**config.mk**
```make
export PLATFORM = sky130hd
export DESIGN_NAME = riscv_trace_capture
export DESIGN_NICKNAME = d
export VERILOG_FILES = /design/src/rtl/trace_pkg.sv /design/src/rtl/trace_fifo_2w1r.sv /design/src/rtl/riscv_trace_capture.sv
export SDC_FILE = /design/constraint.sdc
export NUM_CORES = 2
export LEC_CHECK = 0
export CAP_MARGIN = 40
export CORE_MARGIN = 4
export CORE_UTILIZATION = 39
export DETAILED_ROUTE_END_ITERATION = 16
export HOLD_SLACK_MARGIN = 0.06
export PLACE_DENSITY_LB_ADDON = 0.2
export SLEW_MARGIN = 30
export SYNTH_ARGS = -nofsm -noshare
export SYNTH_HDL_FRONTEND = slang
export SYNTH_SLANG_ARGS = --single-unit
```
**constraint.sdc**
```tcl
create_clock -name clk -period 15.4 [get_ports clk]
set_input_delay 2.31 -clock clk [delete_from_list [all_inputs] [get_ports clk]]
set_output_delay 2.31 -clock clk [all_outputs]
set_load 0.03 [all_outputs]
```
**src/rtl/trace_pkg.sv**
```systemverilog
// Shared types for the commit/debug trace capture path.
package trace_pkg;

  typedef enum logic [1:0] {
    KIND_REG  = 2'b00,
    KIND_MEMW = 2'b01,
    KIND_MEMR = 2'b10
  } kind_e;

  localparam int unsigned TRACE_TS_W = 16;

  typedef struct packed {
    kind_e                 kind;
    logic [8:0]            idx;
    logic [31:0]           data;
    logic [TRACE_TS_W-1:0] ts;
  } trace_rec_t;

endpackage

```
**src/rtl/trace_fifo_2w1r.sv**
```systemverilog
// Two-push / one-pop FIFO with a registered head entry.
module trace_fifo_2w1r #(
  parameter int unsigned DEPTH = 16,
  parameter int unsigned W     = 59,
  localparam int unsigned AW   = $clog2(DEPTH),
  localparam int unsigned LW   = AW + 1
) (
  input  logic          clk,
  input  logic          reset,
  input  logic          push0,
  input  logic          push1,
  input  logic [W-1:0]  din0,
  input  logic [W-1:0]  din1,
  input  logic          pop,
  output logic [W-1:0]  head,
  output logic [LW-1:0] level
);

  logic [W-1:0]  mem [DEPTH];
  logic [AW-1:0] wp, rp, wp1, rp_next;
  logic [LW-1:0] level_next;

  always_comb begin
    wp1        = wp + AW'(1);
    rp_next    = rp + AW'(pop);
    level_next = level + LW'(push0) + LW'(push1) - LW'(pop);
  end

  always_ff @(posedge clk) begin
    if (push0) mem[wp]  <= din0;
    if (push1) mem[wp1] <= din1;
  end

  // Head is reloaded from the slot rp_next points at, bypassing same-edge writes.
  always_ff @(posedge clk) begin
    if (reset) begin
      wp    <= '0;
      rp    <= '0;
      level <= '0;
      head  <= '0;
    end else begin
      wp    <= wp + AW'(push0) + AW'(push1);
      rp    <= rp_next;
      level <= level_next;
      if (level_next != '0) begin
        if (push0 && wp == rp_next)
          head <= din0;
        else if (push1 && wp1 == rp_next)
          head <= din1;
        else
          head <= mem[rp_next];
      end
    end
  end

endmodule

```
**src/rtl/riscv_trace_capture.sv**
```systemverilog
// Captures core register-write and data-memory strobes into timestamped trace records.
module riscv_trace_capture
  import trace_pkg::*;
#(
  parameter int unsigned DEPTH  = 16,
  parameter int unsigned TS_W   = 16,
  parameter int unsigned DROP_W = 16
) (
  input  logic                   clk,
  input  logic                   reset,
  input  logic                   en,
  input  logic                   reg_write_sig,
  input  logic [4:0]             reg_num,
  input  logic [31:0]            reg_data,
  input  logic                   wr,
  input  logic                   rd,
  input  logic [8:0]             addr,
  input  logic [31:0]            wr_data,
  input  logic [31:0]            rd_data,
  output logic                   out_valid,
  input  logic                   out_ready,
  output kind_e                  out_kind,
  output logic [8:0]             out_idx,
  output logic [31:0]            out_data,
  output logic [TS_W-1:0]        out_ts,
  output logic [$clog2(DEPTH):0] level,
  output logic [DROP_W-1:0]      drop_cnt,
  output logic                   overflow
);

  localparam int unsigned LW = $clog2(DEPTH) + 1;

  typedef struct packed {
    kind_e           kind;
    logic [8:0]      idx;
    logic [31:0]     data;
    logic [TS_W-1:0] ts;
  } rec_t;

  localparam int unsigned RW = $bits(rec_t);

  logic [TS_W-1:0] ts;
  rec_t            mem_rec, reg_rec, rec0, rec1, head;
  logic            mem_ev, reg_ev, pop, push0, push1;
  logic [1:0]      need, pushes, drops;
  logic [LW:0]     free;
  logic [DROP_W:0] drop_sum;

  always_comb begin
    mem_ev = en && (wr ^ rd);
    reg_ev = en && reg_write_sig && (reg_num != '0);

    mem_rec.kind = wr ? KIND_MEMW : KIND_MEMR;
    mem_rec.idx  = addr;
    mem_rec.data = wr ? wr_data : rd_data;
    mem_rec.ts   = ts;

    reg_rec.kind = KIND_REG;
    reg_rec.idx  = {4'b0000, reg_num};
    reg_rec.data = reg_data;
    reg_rec.ts   = ts;

    // Pushes are compacted onto port 0 first; MEM always precedes REG.
    rec0 = mem_ev ? mem_rec : reg_rec;
    rec1 = reg_rec;

    out_valid = (level != '0);
    pop       = out_valid && out_ready;
    free      = (LW+1)'(DEPTH) - {1'b0, level} + (LW+1)'(pop);
    need      = {1'b0, mem_ev} + {1'b0, reg_ev};
    push0     = (need != 2'd0) && (free != '0);
    push1     = (need == 2'd2) && (free >= (LW+1)'(2));
    pushes    = {1'b0, push0} + {1'b0, push1};
    drops     = need - pushes;
    drop_sum  = {1'b0, drop_cnt} + (DROP_W+1)'(drops);

    out_kind = head.kind;
    out_idx  = head.idx;
    out_data = head.data;
    out_ts   = head.ts;
  end

  always_ff @(posedge clk) begin
    if (reset) begin
      ts       <= '0;
      drop_cnt <= '0;
      overflow <= 1'b0;
    end else begin
      ts <= ts + TS_W'(1);
      if (drops != 2'd0) begin
        overflow <= 1'b1;
        drop_cnt <= drop_sum[DROP_W] ? '1 : drop_sum[DROP_W-1:0];
      end
    end
  end

  trace_fifo_2w1r #(
    .DEPTH (DEPTH),
    .W     (RW)
  ) u_fifo (
    .clk   (clk),
    .reset (reset),
    .push0 (push0),
    .push1 (push1),
    .din0  (rec0),
    .din1  (rec1),
    .pop   (pop),
    .head  (head),
    .level (level)
  );

endmodule

```
==> impl_metrics.toml <==
[synthesis]
synth_edf_count = 848
synth_top_cell_area_share_pct = 49.0
ys.flop_type = "edfxtp_1"
ys_warn_count = 0
synth_common_cells = "edfxtp_1, nand2_1, o21ai_0, and2_1, clkbuf_1"
yosysTopAreaCell = "edfxtp_1"
yosysMostFrequentCell = "edfxtp_1"
synthArstFlopShare_pct = 0
postSynthCellCount = 4319
syn_avg_cell_area_um2 = 12.0
ys_types = 63
synth_nets = 4464
syn_area_um2 = 51900
ys_ff_latch = 1049
ys_seq_area_share_pct = 56.8
synth_area_leaders = "edfxtp_1, mux4_2, dfxtp_1"

[power_and_ir_drop]
p_per_area_nw_per_um2 = 156
leakage_uw = 0.0202
irDropWorstVdd_uv = 189

[grt]
grt_first_pass_wirelength_um = 248000
grt_max_degree = 93
antenna_found_initial = 8
globalRoute.totalOverflow = 0
groute.usage.overall_pct = 24.0
grt_pass1_vias = 34981

[worst_setup_path]
arrival_ps = 7880
reg2reg_slack_ps = 9160
cpPeakStageDelay_ps = 820
worst-path-buf-inv = 6
worst_path_max_delay_cell = "clkdlybuf4s50_1"
worstSetupEndpointType = "flop"
crit_type = "input pin to flop"
rr_endpoint = "u_fifo.head[39]$_SDFFE_PP0P_"
cp_max_fo = 44
path_cells = "clkdlybuf4s50_1 > or4_1 > o211a_1 > inv_1 > ha_1 > a41o_2 > buf_4 > inv_4 > fa_1 > inv_1 > fa_1 > o21bai_1 > a21oi_1 > xor2_1 > and3_1 > nand2_2 > buf_4 > o32ai_1"
timing.rr.start = "u_fifo.level[3]$_SDFF_PP0_"
startpoint_type = "input pin"
r2r_cells = 22
worst_ep_required_time_ps = 15970
crit_family = "buffers and inverters"

[die]
die_w_um = 373
io_pins = 199
start_util_pct = 39.4
fp.dieH_um = 373
core_um2 = 132000
die_area_um2 = 139000
rows = 133

[routing]
wl_per_cell_um = 27.7
dr_wl_met3_um = 16100
topRoutingLayerUsed = "met5"
dr.pass1.iters = 6
drcViolationCount = 0
drt_iter0_drc = 4102
met1_length_um = 69000
drt-total-wl_um = 171000
ant_nets = 0
vias_per_cell = 5.76
met2_length_um = 79500
vias = 35523

[sta]
tightest_slew_ps = 936
fin_crit_sh_pct = 47.5
fin_crit_ps = 7310
hold_violations = 0
worst_clock_skew_ps = 48.1
max_freq_mhz = 137
maxSlewHeadroom_pct = 37.6
setup_viol = 0
rsz0062_at_grt = "false"
slew_viol_final = 0
layout_setup_ws_ps = 8090
finalSetupTns_ps = 0

[clocking]
cts.sinks = 1049
h-tree-depth = 3
tritoncts = "built"
hold_buffers = 0
postCtsResizedCells = 0
cts_buffers = 114
post-cts-setup-buffer-count = 0
clk_latency_ps = 750
clockBufferDepth = 3
clk_pin_slew_worst_paths_ps = 60
root_buffer = "clkbuf_16"

[run_status]
status = "finished, final reports clean"

[hold_path]
whs_path_depth = 2
holdCritStartpoint = "u_fifo.mem[6][57]$_SDFFE_PP0P_"
holdCritPathClass = "flop to flop"
hold_end = "u_fifo.mem[6][57]$_SDFFE_PP0P_"

[final_layout]
drive_gt1_share_pct = 17.7
fin_area_um2 = 59100
n_fill_cell = 11884
fin_util_pct = 44.8
synthToLayoutAreaGrowth_pct = 13.8
multi_input_comb_area_um2 = 20100
stdcell_count = 6164
seqCellArea_um2 = 29500
final_net_count = 4451

[run]
drv_cap = 0

[place]
hpwlAfterDp_um = 94500
place_congestion = 0.797
place.port_buffers = 198
dp_cells = 5937
dp_slack_ps = 7480
place_area_um2 = 55300
## cell type report
| type | instances | area share [%] |
|---|---|---|
| Clock buffer | 169 | 5.66 |
| Multi-Input combinational cell | 2744 | 34.1 |
| Antenna cell | 3 | 0.0127 |
| Timing Repair Buffer | 338 | 5.64 |
| Inverter | 59 | 0.379 |
| Sequential cell | 1049 | 49.9 |
| Clock inverter | 47 | 0.658 |
| Tap cell | 1755 | 3.71 |
## report_power, final
group / total, uW / leakage (uW) / switching [uW] / internal, uW
clock network: 2760 / 0.00185 / 1190 / 1570
logic: 3050 / 0.00865 / 1710 / 1340
registers: 3400 / 0.00972 / 120 / 3280
## worst reg2reg max path, stage by stage (launching register included)
cell,delay [ps]
dfxtp_1,360
inv_1,160
ha_1,280
or4b_2,690
nand2_1,190
ha_1,200
inv_1,50
ha_1,280
nor2_1,130
a32o_1,190
a41o_2,180
buf_4,680
inv_4,350
fa_1,490
inv_1,90
fa_1,200
o21bai_1,90
a21oi_1,180
xor2_1,130
and3_1,230
nand2_2,80
buf_4,590
o32ai_1,270
## flip-flops by register name (all words and copies together) (netlist names)
name	count
u_fifo.level	5
overflow	1
ts	16
u_fifo.wp	4
u_fifo.rp	4
u_fifo.mem	944
drop_cnt	16
u_fifo.head	59
## cell families (layout without fill, tap and decap cells)
| logic type | count (synthesis) | after routing | share of synthesized area, % |
|---|---|---|---|
| flip-flops | 1049 | 1049 | 56.8 |
| other | 0 | 3 | 0 |
| multiplexers | 473 | 473 | 14.8 |
| adder cells (fa/ha/maj) | 28 | 28 | 0.747 |
| AND/OR/NAND/NOR | 1345 | 1345 | 11.9 |
| buffers and inverters | 526 | 613 | 4.88 |
| XOR/XNOR | 43 | 43 | 0.783 |
| AO/OA/AOI/OAI | 855 | 855 | 10.1 |
## worst max-delay path by stage
stage,startpoint,endpoint,depth (start not counted)
4_1_cts,reg_num[1],u_fifo.head[39]$_SDFFE_PP0P_,18
5_1_grt,reg_num[1],u_fifo.head[36]$_SDFFE_PP0P_,18
3_3_place_gp,reg_num[3],u_fifo.head[58]$_SDFFE_PP0P_,17
6_report,reg_num[1],u_fifo.head[39]$_SDFFE_PP0P_,18
3_5_place_dp,reg_num[3],u_fifo.head[39]$_SDFFE_PP0P_,18
2_1_floorplan,reg_num[1],u_fifo.head[16]$_SDFFE_PP0P_,19
## per-layer routing
layer  vias up  GRT usage [%]
li1      15622              -
met1     17718           32.9
met2      1876           38.5
met3       305           4.19
met4         2           8.51
met5         -              0
## cells in the final DEF, fill, tap and decap left out, types with 22 or more instances in the layout
| cell | instances |
|---|---|
| clkinv_2 | 22 |
| inv_1 | 57 |
| a21oi_1 | 107 |
| nand2_1 | 808 |
| o21ai_1 | 70 |
| and3_1 | 25 |
| dfxtp_1 | 201 |
| and2_1 | 259 |
| nand3_1 | 56 |
| edfxtp_1 | 848 |
| o2bb2ai_1 | 22 |
| clkbuf_1 | 32 |
| clkbuf_16 | 119 |
| nor2_1 | 73 |
| o21ai_0 | 404 |
| nor3_1 | 42 |
| o21ai_2 | 154 |
| mux4_2 | 236 |
| a211oi_1 | 38 |
| clkdlybuf4s50_1 | 195 |
| buf_4 | 111 |
| o32ai_1 | 37 |
| mux2i_1 | 237 |
## through the flow
step	hold slack [ps]	power, uW
5_1_grt	471	9570
3_5_place_dp	445	6520
2_1_floorplan	433	5550
6_report	451	9210
3_3_place_gp	438	6440
4_1_cts	453	9260
Power figures use the tool's default switching activity.
